## config.mk

```make
export PLATFORM = sky130hd
export DESIGN_NAME = id_ex_pipeline_register
export DESIGN_NICKNAME = d
export VERILOG_FILES = /design/src/rtl/id_ex_pipeline_register.sv
export SDC_FILE = /design/constraint.sdc
export NUM_CORES = 1
export LEC_CHECK = 0
export CORE_AREA = 2 2 122 124
export CTS_BUF_LIST = sky130_fd_sc_hd__clkbuf_4 sky130_fd_sc_hd__clkbuf_8
export CTS_CLUSTER_SIZE = 28
export DETAILED_ROUTE_END_ITERATION = 6
export DIE_AREA = 0 0 124 126
export PLACE_DENSITY_LB_ADDON = 0.05
export SKIP_CTS_REPAIR_TIMING = 1
export SLEW_MARGIN = 40
export SYNTH_ARGS = -nofsm -noshare
export SYNTH_HDL_FRONTEND = slang
export SYNTH_SLANG_ARGS = --single-unit
```

## constraint.sdc

```tcl
create_clock -name Clk -period 3 [get_ports Clk]
set_clock_uncertainty 0.1 [all_clocks]
set_input_delay 0.45 -clock Clk [delete_from_list [all_inputs] [get_ports Clk]]
set_output_delay 0.45 -clock Clk [all_outputs]
set_load 0.02 [all_outputs]
```

## src/rtl/id_ex_pipeline_register.sv

```systemverilog
// rtl/id_ex_pipeline_register.sv - ID/EX boundary register with stall, flush and valid tracking
// Every output is a flop; controls are gated by Valid_ID so bubbles never write, load or branch.
module id_ex_pipeline_register #(
  parameter int DATA_W     = 32,
  parameter int REG_ADDR_W = 5,
  parameter int ALUOP_W    = 4
) (
  input  logic                  Clk,
  input  logic                  Rst,
  input  logic                  Stall,
  input  logic                  Flush,
  input  logic                  Valid_ID,
  input  logic                  RegWrite_ID,
  input  logic                  RegDst_ID,
  input  logic                  ALUSrc_ID,
  input  logic                  Branch_ID,
  input  logic                  MemWrite_ID,
  input  logic                  MemRead_ID,
  input  logic                  MemToReg_ID,
  input  logic [ALUOP_W-1:0]    ALUOp_ID,
  input  logic [DATA_W-1:0]     PCPlus4_ID,
  input  logic [DATA_W-1:0]     ReadData1_ID,
  input  logic [DATA_W-1:0]     ReadData2_ID,
  input  logic [DATA_W-1:0]     Imm_ID,
  input  logic [REG_ADDR_W-1:0] Rs_ID,
  input  logic [REG_ADDR_W-1:0] Rt_ID,
  input  logic [REG_ADDR_W-1:0] Rd_ID,
  output logic                  Valid_EX,
  output logic                  RegWrite_EX,
  output logic                  RegDst_EX,
  output logic                  ALUSrc_EX,
  output logic                  Branch_EX,
  output logic                  MemWrite_EX,
  output logic                  MemRead_EX,
  output logic                  MemToReg_EX,
  output logic [ALUOP_W-1:0]    ALUOp_EX,
  output logic [DATA_W-1:0]     PCPlus4_EX,
  output logic [DATA_W-1:0]     ReadData1_EX,
  output logic [DATA_W-1:0]     ReadData2_EX,
  output logic [DATA_W-1:0]     Imm_EX,
  output logic [REG_ADDR_W-1:0] Rs_EX,
  output logic [REG_ADDR_W-1:0] Rt_EX,
  output logic [REG_ADDR_W-1:0] Rd_EX
);

  logic                  r_valid;
  logic                  r_regwrite;
  logic                  r_regdst;
  logic                  r_alusrc;
  logic                  r_branch;
  logic                  r_memwrite;
  logic                  r_memread;
  logic                  r_memtoreg;
  logic [ALUOP_W-1:0]    r_aluop;
  logic [DATA_W-1:0]     r_pcplus4;
  logic [DATA_W-1:0]     r_rd1;
  logic [DATA_W-1:0]     r_rd2;
  logic [DATA_W-1:0]     r_imm;
  logic [REG_ADDR_W-1:0] r_rs;
  logic [REG_ADDR_W-1:0] r_rt;
  logic [REG_ADDR_W-1:0] r_rd;

  logic w_clear;
  logic w_load;

  assign w_clear = Rst | Flush;
  assign w_load  = ~Stall;

  always_ff @(posedge Clk) begin
    if (w_clear) begin
      r_valid    <= 1'b0;
      r_regwrite <= 1'b0;
      r_regdst   <= 1'b0;
      r_alusrc   <= 1'b0;
      r_branch   <= 1'b0;
      r_memwrite <= 1'b0;
      r_memread  <= 1'b0;
      r_memtoreg <= 1'b0;
      r_aluop    <= '0;
      r_pcplus4  <= '0;
      r_rd1      <= '0;
      r_rd2      <= '0;
      r_imm      <= '0;
      r_rs       <= '0;
      r_rt       <= '0;
      r_rd       <= '0;
    end else if (w_load) begin
      // AND-gating keeps controls at 0 even when unknown control inputs arrive with Valid_ID=0
      r_valid    <= Valid_ID;
      r_regwrite <= Valid_ID & RegWrite_ID;
      r_regdst   <= Valid_ID & RegDst_ID;
      r_alusrc   <= Valid_ID & ALUSrc_ID;
      r_branch   <= Valid_ID & Branch_ID;
      r_memwrite <= Valid_ID & MemWrite_ID;
      r_memread  <= Valid_ID & MemRead_ID;
      r_memtoreg <= Valid_ID & MemToReg_ID;
      r_aluop    <= {ALUOP_W{Valid_ID}} & ALUOp_ID;
      r_pcplus4  <= PCPlus4_ID;
      r_rd1      <= ReadData1_ID;
      r_rd2      <= ReadData2_ID;
      r_imm      <= Imm_ID;
      r_rs       <= Rs_ID;
      r_rt       <= Rt_ID;
      r_rd       <= Rd_ID;
    end
  end

  assign Valid_EX     = r_valid;
  assign RegWrite_EX  = r_regwrite;
  assign RegDst_EX    = r_regdst;
  assign ALUSrc_EX    = r_alusrc;
  assign Branch_EX    = r_branch;
  assign MemWrite_EX  = r_memwrite;
  assign MemRead_EX   = r_memread;
  assign MemToReg_EX  = r_memtoreg;
  assign ALUOp_EX     = r_aluop;
  assign PCPlus4_EX   = r_pcplus4;
  assign ReadData1_EX = r_rd1;
  assign ReadData2_EX = r_rd2;
  assign Imm_EX       = r_imm;
  assign Rs_EX        = r_rs;
  assign Rt_EX        = r_rt;
  assign Rd_EX        = r_rd;

endmodule

```

# Yosys cells after proc, flatten, opt, wreduce, memory -nomap -nowiden
# Cells that the tools add are included.
word_totals:
  out_inout_bits: 155
  word_cells: 25
  ff_bits: 155
classes:
  bitwise_logic: 9
ops:
  columns: ["operator", "n"]
  rows:
  - ["$and 1x1->1", 7]
  - ["$and 4x4->4", 1]
  - ["$or 1x1->1", 1]

# Depth between registers and ports, before layout
# Gate-level depths: netlist (run 1).
depth:
  word_depth: 1
  mapped_depth: 5
  mapped_depth_nobuf: 2

# Worst setup path after synthesis (run 1)
# OpenSTA, ideal clock, no wires.
synth_path:
  path_kind: "input to register"
  from: "in Stall"
  to: "reg r_imm[0], in the netlist Imm_EX[0]"
  path_slack_ps: 1698
  path_buffers: 3
  arrival_ps: 1085
  cell_stages: 5
  path_cell_list: "buf_4 buf_12 buf_12 mux2i_1 nor2_1"
synth_rtl:
  columns: ["element", "line", "text"]
  rows:
  - ["from (decl)", "10", "input logic Stall,"]
  - ["to (signal assigned)", "101", "r_imm <= Imm_ID;"]
  - ["to (decl)", "58", "logic [DATA_W-1:0] r_imm;"]

# Worst setup path after layout (run 1)
layout_path:
  from: "reg r_rd2[31], in the netlist ReadData2_EX[31]"
  to: "out ReadData2_EX[31]"
layout_rtl:
  columns: ["element", "line", "text"]
  rows:
  - ["from (decl)", "57", "logic [DATA_W-1:0] r_rd2;"]
  - ["from (signal assigned)", "100", "r_rd2 <= ReadData2_ID;"]
  - ["to (decl)", "39", "output logic [DATA_W-1:0] ReadData2_EX,"]
# No word-level cell between the ends.

==> results.py, run 1 <==
metrics = {
    "sta": {
        "hold_viol_final": 0,
        "max_freq_ghz": 0.5027,
        "setup_tns_ns": 0,
        "tightest_slew_ns": 0.6061,
        "slew_violations": 0,
        "min_period_over_period_pct": 66.31,
        "setup_viol": 0,
        "max_slew_margin_pct": 59.59,
        "min_period_ns": 1.989,
        "rsz0062_at_grt": "false",
    },
    "worst_setup_path": {
        "cp_slowest_cell": "clkdlybuf4s50_1",
        "ff2ff_setup_slack_ns": 2.25,
        "cp.required_ns": 2.45,
        "cp.arrival_ns": 1.44,
        "crit_type": "reg -> out",
        "cp.depth": 1,
        "crit_chain": "clkdlybuf4s50_1",
        "cp_max_fo": 2,
        "r2r_end": "PCPlus4_EX[28]$_SDFFE_PP0N_",
        "slowest_delay_ns": 0.65,
        "worstSetupStartpoint": "ReadData2_EX[31]$_SDFFE_PP0N_",
        "worstSetupEndpointType": "output port",
        "worst-path-buf-inv": 1,
        "r2r-start": "PCPlus4_EX[28]$_SDFFE_PP0N_",
        "endpoint": "ReadData2_EX[31]",
        "path_delay_family": "buffers and inverters",
        "rr_worst_depth": 2,
        "worstSetupStartpointType": "flip-flop",
    },
    "synthesis": {
        "syn_area_per_cell_sq_um": 11.03,
        "ys_seq_area_share_pct": 54.75,
        "synth.distinct_cells": 12,
        "postSynthCellCount": 514,
        "ys_warn_count": 0,
        "synth.cell_area_sq_um": 5668,
        "syn-num-nets": 673,
        "ys_seq_elements": 155,
    },
    "die": {
        "coreArea_sq_um": 14310,
        "ioPinCount": 314,
        "rows": 44,
        "die_area_sq_um": 15620,
        "die_height_microns": 126,
        "die_x_microns": 124,
        "start_util_pct": 39.60,
    },
    "placed_design": {
        "placed_cell_area_sq_um": 8752,
        "port_buffers": 313,
        "gp_congestion": 0.7984,
        "dp.cells": 984,
        "dp_hpwl_mm": 12.09,
    },
    "pwr": {
        "p_leak_nw": 3.792,
        "p_per_area_nw_per_um2": 505.4,
        "ir_drop_uv": 261.3,
        "finalPower_w": 0.004661,
    },
    "routing": {
        "antenna_left": 0,
        "post_drt_wl_per_cell_microns": 15.79,
        "vias_per_cell": 4.553,
        "drc": 0,
        "dr.pass1.iters": 4,
        "drt-initial-drc-count": 180,
        "vias": 4617,
        "wirelength_mm": 16.02,
    },
    "clocking": {
        "cts_max_path_buffers": 2,
        "clock-root-buffer": "clkbuf_8",
        "cts_made_buffers": 17,
        "clk_pin_slew_worst_paths_ns": 0.07,
        "htreeDepth": 4,
        "clk_latency_ns": 0.43,
        "cts_tree": "yes",
        "clock_sinks": 155,
    },
    "cells_and_area": {
        "layout.cells.non_filler": 1014,
        "area_growth_pct": 62.72,
        "final_common_cell": "clkdlybuf4s50_1",
        "layout_common_cells": "clkdlybuf4s50_1, dfxtp_1, mux2i_1, nor2_1, clkbuf_8",
        "num_antenna_cells": 0,
        "drive_above_1_share_pct": 5.060,
        "stdcell_area_sq_um": 9223,
        "final_nets": 978,
    },
    "global_route": {
        "first_global_vias": 4589,
        "grt_max_degree": 52,
        "grt_pass1_wl_mm": 23.73,
        "antenna_found_initial": 0,
        "gr-usage-all-layers_pct": 19.92,
        "grt-ovfl-total": 0,
    },
    "run": {
        "drv_cap": 0,
    },
    "min_path": {
        "hp-class": "reg -> reg",
    },
    "run_status": {
        "status": "finished, final reports clean",
    },
}
-- worst min-delay path by stage --
| stage | slack (ns) | startpoint | end | cells after the start |
|---|---|---|---|---|
| global placement | 0.35 | ALUOp_EX[2]$_SDFFE_PP0N_ | ALUOp_EX[2]$_SDFFE_PP0N_ | 2 |
| CTS | 0.37 | RegDst_EX$_SDFFE_PP0N_ | RegDst_EX$_SDFFE_PP0N_ | 2 |
| finish | 0.36 | RegDst_EX$_SDFFE_PP0N_ | RegDst_EX$_SDFFE_PP0N_ | 2 |
| detailed placement | 0.36 | Branch_EX$_SDFFE_PP0N_ | Branch_EX$_SDFFE_PP0N_ | 2 |
| global route | 0.39 | RegDst_EX$_SDFFE_PP0N_ | RegDst_EX$_SDFFE_PP0N_ | 2 |
| floorplan | 0.43 | ALUOp_EX[3]$_SDFFE_PP0N_ | ALUOp_EX[3]$_SDFFE_PP0N_ | 2 |
-- flip-flops by register name, summed over array words and instances, names as in the netlist --
signal        cells
ALUSrc_EX         1
MemToReg_EX       1
Branch_EX         1
RegWrite_EX       1
PCPlus4_EX       32
ReadData2_EX     32
ReadData1_EX     32
MemWrite_EX       1
Rd_EX             5
MemRead_EX        1
Imm_EX           32
Valid_EX          1
RegDst_EX         1
ALUOp_EX          4
Rs_EX             5
Rt_EX             5
-- layout make-up --
class / instances / area, sq um
Fill cell: 1161 / 5091
Timing Repair Buffer: 323 / 3249
Sequential cell: 155 / 3103
Multi-Input combinational cell: 322 / 2170
Clock buffer: 23 / 310.3
Tap cell: 184 / 230.2
Clock inverter: 7 / 160.2
-- cell families after synthesis --
group,Yosys count,share of synthesized area [%]
simple gates,167,11.83
buf+inv,37,7.020
flops,155,54.75
mux,144,25.43
compound gates,11,0.9713
-- power breakdown --
group / total [W] / switching (W) / internal (W)
sequential: 0.00216 / 0.0000337 / 0.00212
clock: 0.00182 / 0.000722 / 0.00110
combinational: 0.000682 / 0.000283 / 0.000399
total: 0.00466 / 0.00104 / 0.00362
-- per-layer routing --
layer  global-route usage (%)  wire length [microns]  vias up
met2                    34.00                   7863      204
met4                    7.799                    411        0
met5                        0                      0        -
met3                    9.737                   1728       23
li1                         -                      -     2306
met1                    20.88                   6012     2084
-- cell usage after synthesis (all sizes together) --
| library cell | instances | share of area, % |
|---|---|---|
| nand3b | 11 | 1.5 |
| or2 | 1 | 0.11 |
| mux2i | 144 | 25 |
| nand2 | 11 | 0.73 |
| a21oi | 11 | 0.97 |
| dfxtp | 155 | 55 |
| clkbuf | 1 | 0.066 |
| nor2 | 144 | 9.5 |
| buf | 36 | 7.0 |
-- through the flow --
| stage | hold slack, ns | setup slack, ns | util, % |
|---|---|---|---|
| floorplan | 0.4328 | 1.698 | - |
| global placement | 0.3482 | 0.8876 | 61.15 |
| detailed placement | 0.3570 | 0.8586 | 61.15 |
| CTS | 0.3674 | 0.9660 | 64.43 |
| global route | 0.3902 | 0.9388 | 64.43 |
| finish | 0.3626 | 1.011 | 64.43 |
Note: power is estimated with default switching activity, not from simulation.
==> inputs of run 2 (changes only) <==
CORE_AREA = unset   (was 2 2 122 124)
CORE_UTILIZATION = 36   (was unset)
DIE_AREA = unset   (was 0 0 124 126)
clock period = 1.8 ns   (was 3 ns; I/O delays follow)
==> run 2 against run 1 <==
Worst hold slack lost 0.10 ns. Critical path depth unchanged. Core utilization shrank 0.94 points. Combinational power rose by 66%. Via count is 1.3% higher. Routed wire length is 1.1% lower. Sequential share of layout area is 1.6 points lower. Final cell count increased by 2.9%. Sequential cell count is the same. Critical path type unchanged. Global-route usage is 0.98 points lower. Cell area up 5.0%. Highest routed layer unchanged.
==> results.py, run 2 (synthesis gave the netlist of run 1 again) <==
metrics = {
    "sta": {
        "setup_viol": 0,
        "hold_viol_final": 0,
        "setup_tns_ns": 0,
        "tightest_slew_ns": 0.4745,
        "max_freq_ghz": 0.5732,
        "rsz0062_at_grt": "false",
        "slew_violations": 0,
        "min_period_ns": 1.744,
        "min_period_over_period_pct": 96.91,
        "holdWs_ns": 0.2609,
        "max_slew_margin_pct": 68.27,
    },
    "placed_design": {
        "port_buffers": 313,
        "gp_congestion": 0.7610,
        "dp_hpwl_mm": 11.62,
    },
    "run": {
        "drv_cap": 0,
    },
    "routing": {
        "drt-initial-drc-count": 126,
        "post_drt_wl_per_cell_microns": 15.18,
        "wirelength_mm": 15.83,
        "drc": 0,
        "antenna_left": 0,
        "dr.pass1.iters": 4,
        "vias": 4675,
        "vias_per_cell": 4.482,
    },
    "global_route": {
        "grt-ovfl-total": 0,
        "antenna_found_initial": 0,
        "first_global_vias": 4585,
        "grt_pass1_wl_mm": 23.63,
        "grt_max_degree": 76,
        "gr-usage-all-layers_pct": 18.95,
    },
    "pwr": {
        "ir_drop_uv": 438.9,
        "finalPower_w": 0.007710,
        "p_per_area_nw_per_um2": 795.8,
        "p_leak_nw": 6.435,
    },
    "min_path": {
        "hp-class": "in -> reg",
    },
    "worst_setup_path": {
        "worstSetupEndpointType": "output port",
        "worstSetupStartpointType": "flip-flop",
        "slowest_delay_ns": 0.60,
        "cp_max_fo": 2,
        "path_delay_family": "buffers and inverters",
        "cp.arrival_ns": 1.37,
        "crit_type": "reg -> out",
        "worst-path-buf-inv": 1,
        "cp.required_ns": 1.43,
        "cp_slowest_cell": "clkdlybuf4s50_1",
        "crit_chain": "clkdlybuf4s50_1",
    },
    "clocking": {
        "clock-root-buffer": "clkbuf_8",
        "cts_tree": "yes",
        "clock_sinks": 155,
        "cts_max_path_buffers": 2,
        "clk_pin_slew_worst_paths_ns": 0.08,
        "htreeDepth": 4,
        "clk_latency_ns": 0.44,
        "cts_made_buffers": 17,
    },
    "die": {
        "die_x_microns": 127.5,
        "die_height_microns": 127.5,
        "die_area_sq_um": 16250,
        "start_util_pct": 37.15,
        "rows": 45,
        "ioPinCount": 314,
        "coreArea_sq_um": 15260,
    },
    "cells_and_area": {
        "area_growth_pct": 70.93,
        "post-route-util_pct": 63.49,
        "fillCellCount": 1248,
        "final_nets": 978,
        "num_antenna_cells": 0,
        "drive_above_1_share_pct": 5.288,
        "final_common_cell": "clkdlybuf4s50_1",
        "layout_common_cells": "clkdlybuf4s50_1, dfxtp_1, dlymetal6s2s_1",
    },
    "run_status": {
        "status": "finished, final reports clean",
    },
}
## run 2: layout make-up
cell class                      count  area [sq um]  area share [%]
Tap cell                          211         264.0           2.725
Multi-Input combinational cell    322          2170           22.39
Clock inverter                     11         191.4           1.976
Timing Repair Buffer              323          3690           38.09
Clock buffer                       21         270.3           2.790
Sequential cell                   155          3103           32.03
## run 2: power breakdown
part,internal [W],switching [W]
clock network,0.00173,0.00126
logic,0.000657,0.000468
registers,0.00354,0.0000522
total,0.00593,0.00178
## run 2: per-stage QoR
step	instance area [sq um]	cells	setup slack (ns)
2_1_floorplan	5668	514	0.6780
3_3_place_gp	8848	1011	0.2824
3_5_place_dp	8848	1011	0.2523
4_1_cts	9310	1043	-0.06398
5_1_grt	9688	1043	0.001227
6_report	9688	1043	0.05555
## run 2: final timing paths
| kind | from | endpoint | slack (ns) | cells after the start |
|---|---|---|---|---|
| max | Rd_EX[3]$_SDFFE_PP0N_ | Rd_EX[3] | 0.06 | 1 |
| min | Stall | Imm_EX[0]$_SDFFE_PP0N_ | 0.26 | 3 |
| max reg2reg | PCPlus4_EX[19]$_SDFFE_PP0N_ | PCPlus4_EX[19]$_SDFFE_PP0N_ | 1.05 | 2 |
| min reg2reg | Branch_EX$_SDFFE_PP0N_ | Branch_EX$_SDFFE_PP0N_ | 0.36 | 2 |
## run 2: metal layers
layer,share of wire [%],wire length [microns],vias to the layer above,GRT usage [%]
met5,0,0,-,0
met4,2.2,354,0,7.563
met3,10,1588,26,7.789
met2,49,7817,195,33.46
met1,38,6072,2147,19.96
li1,-,-,2307,-
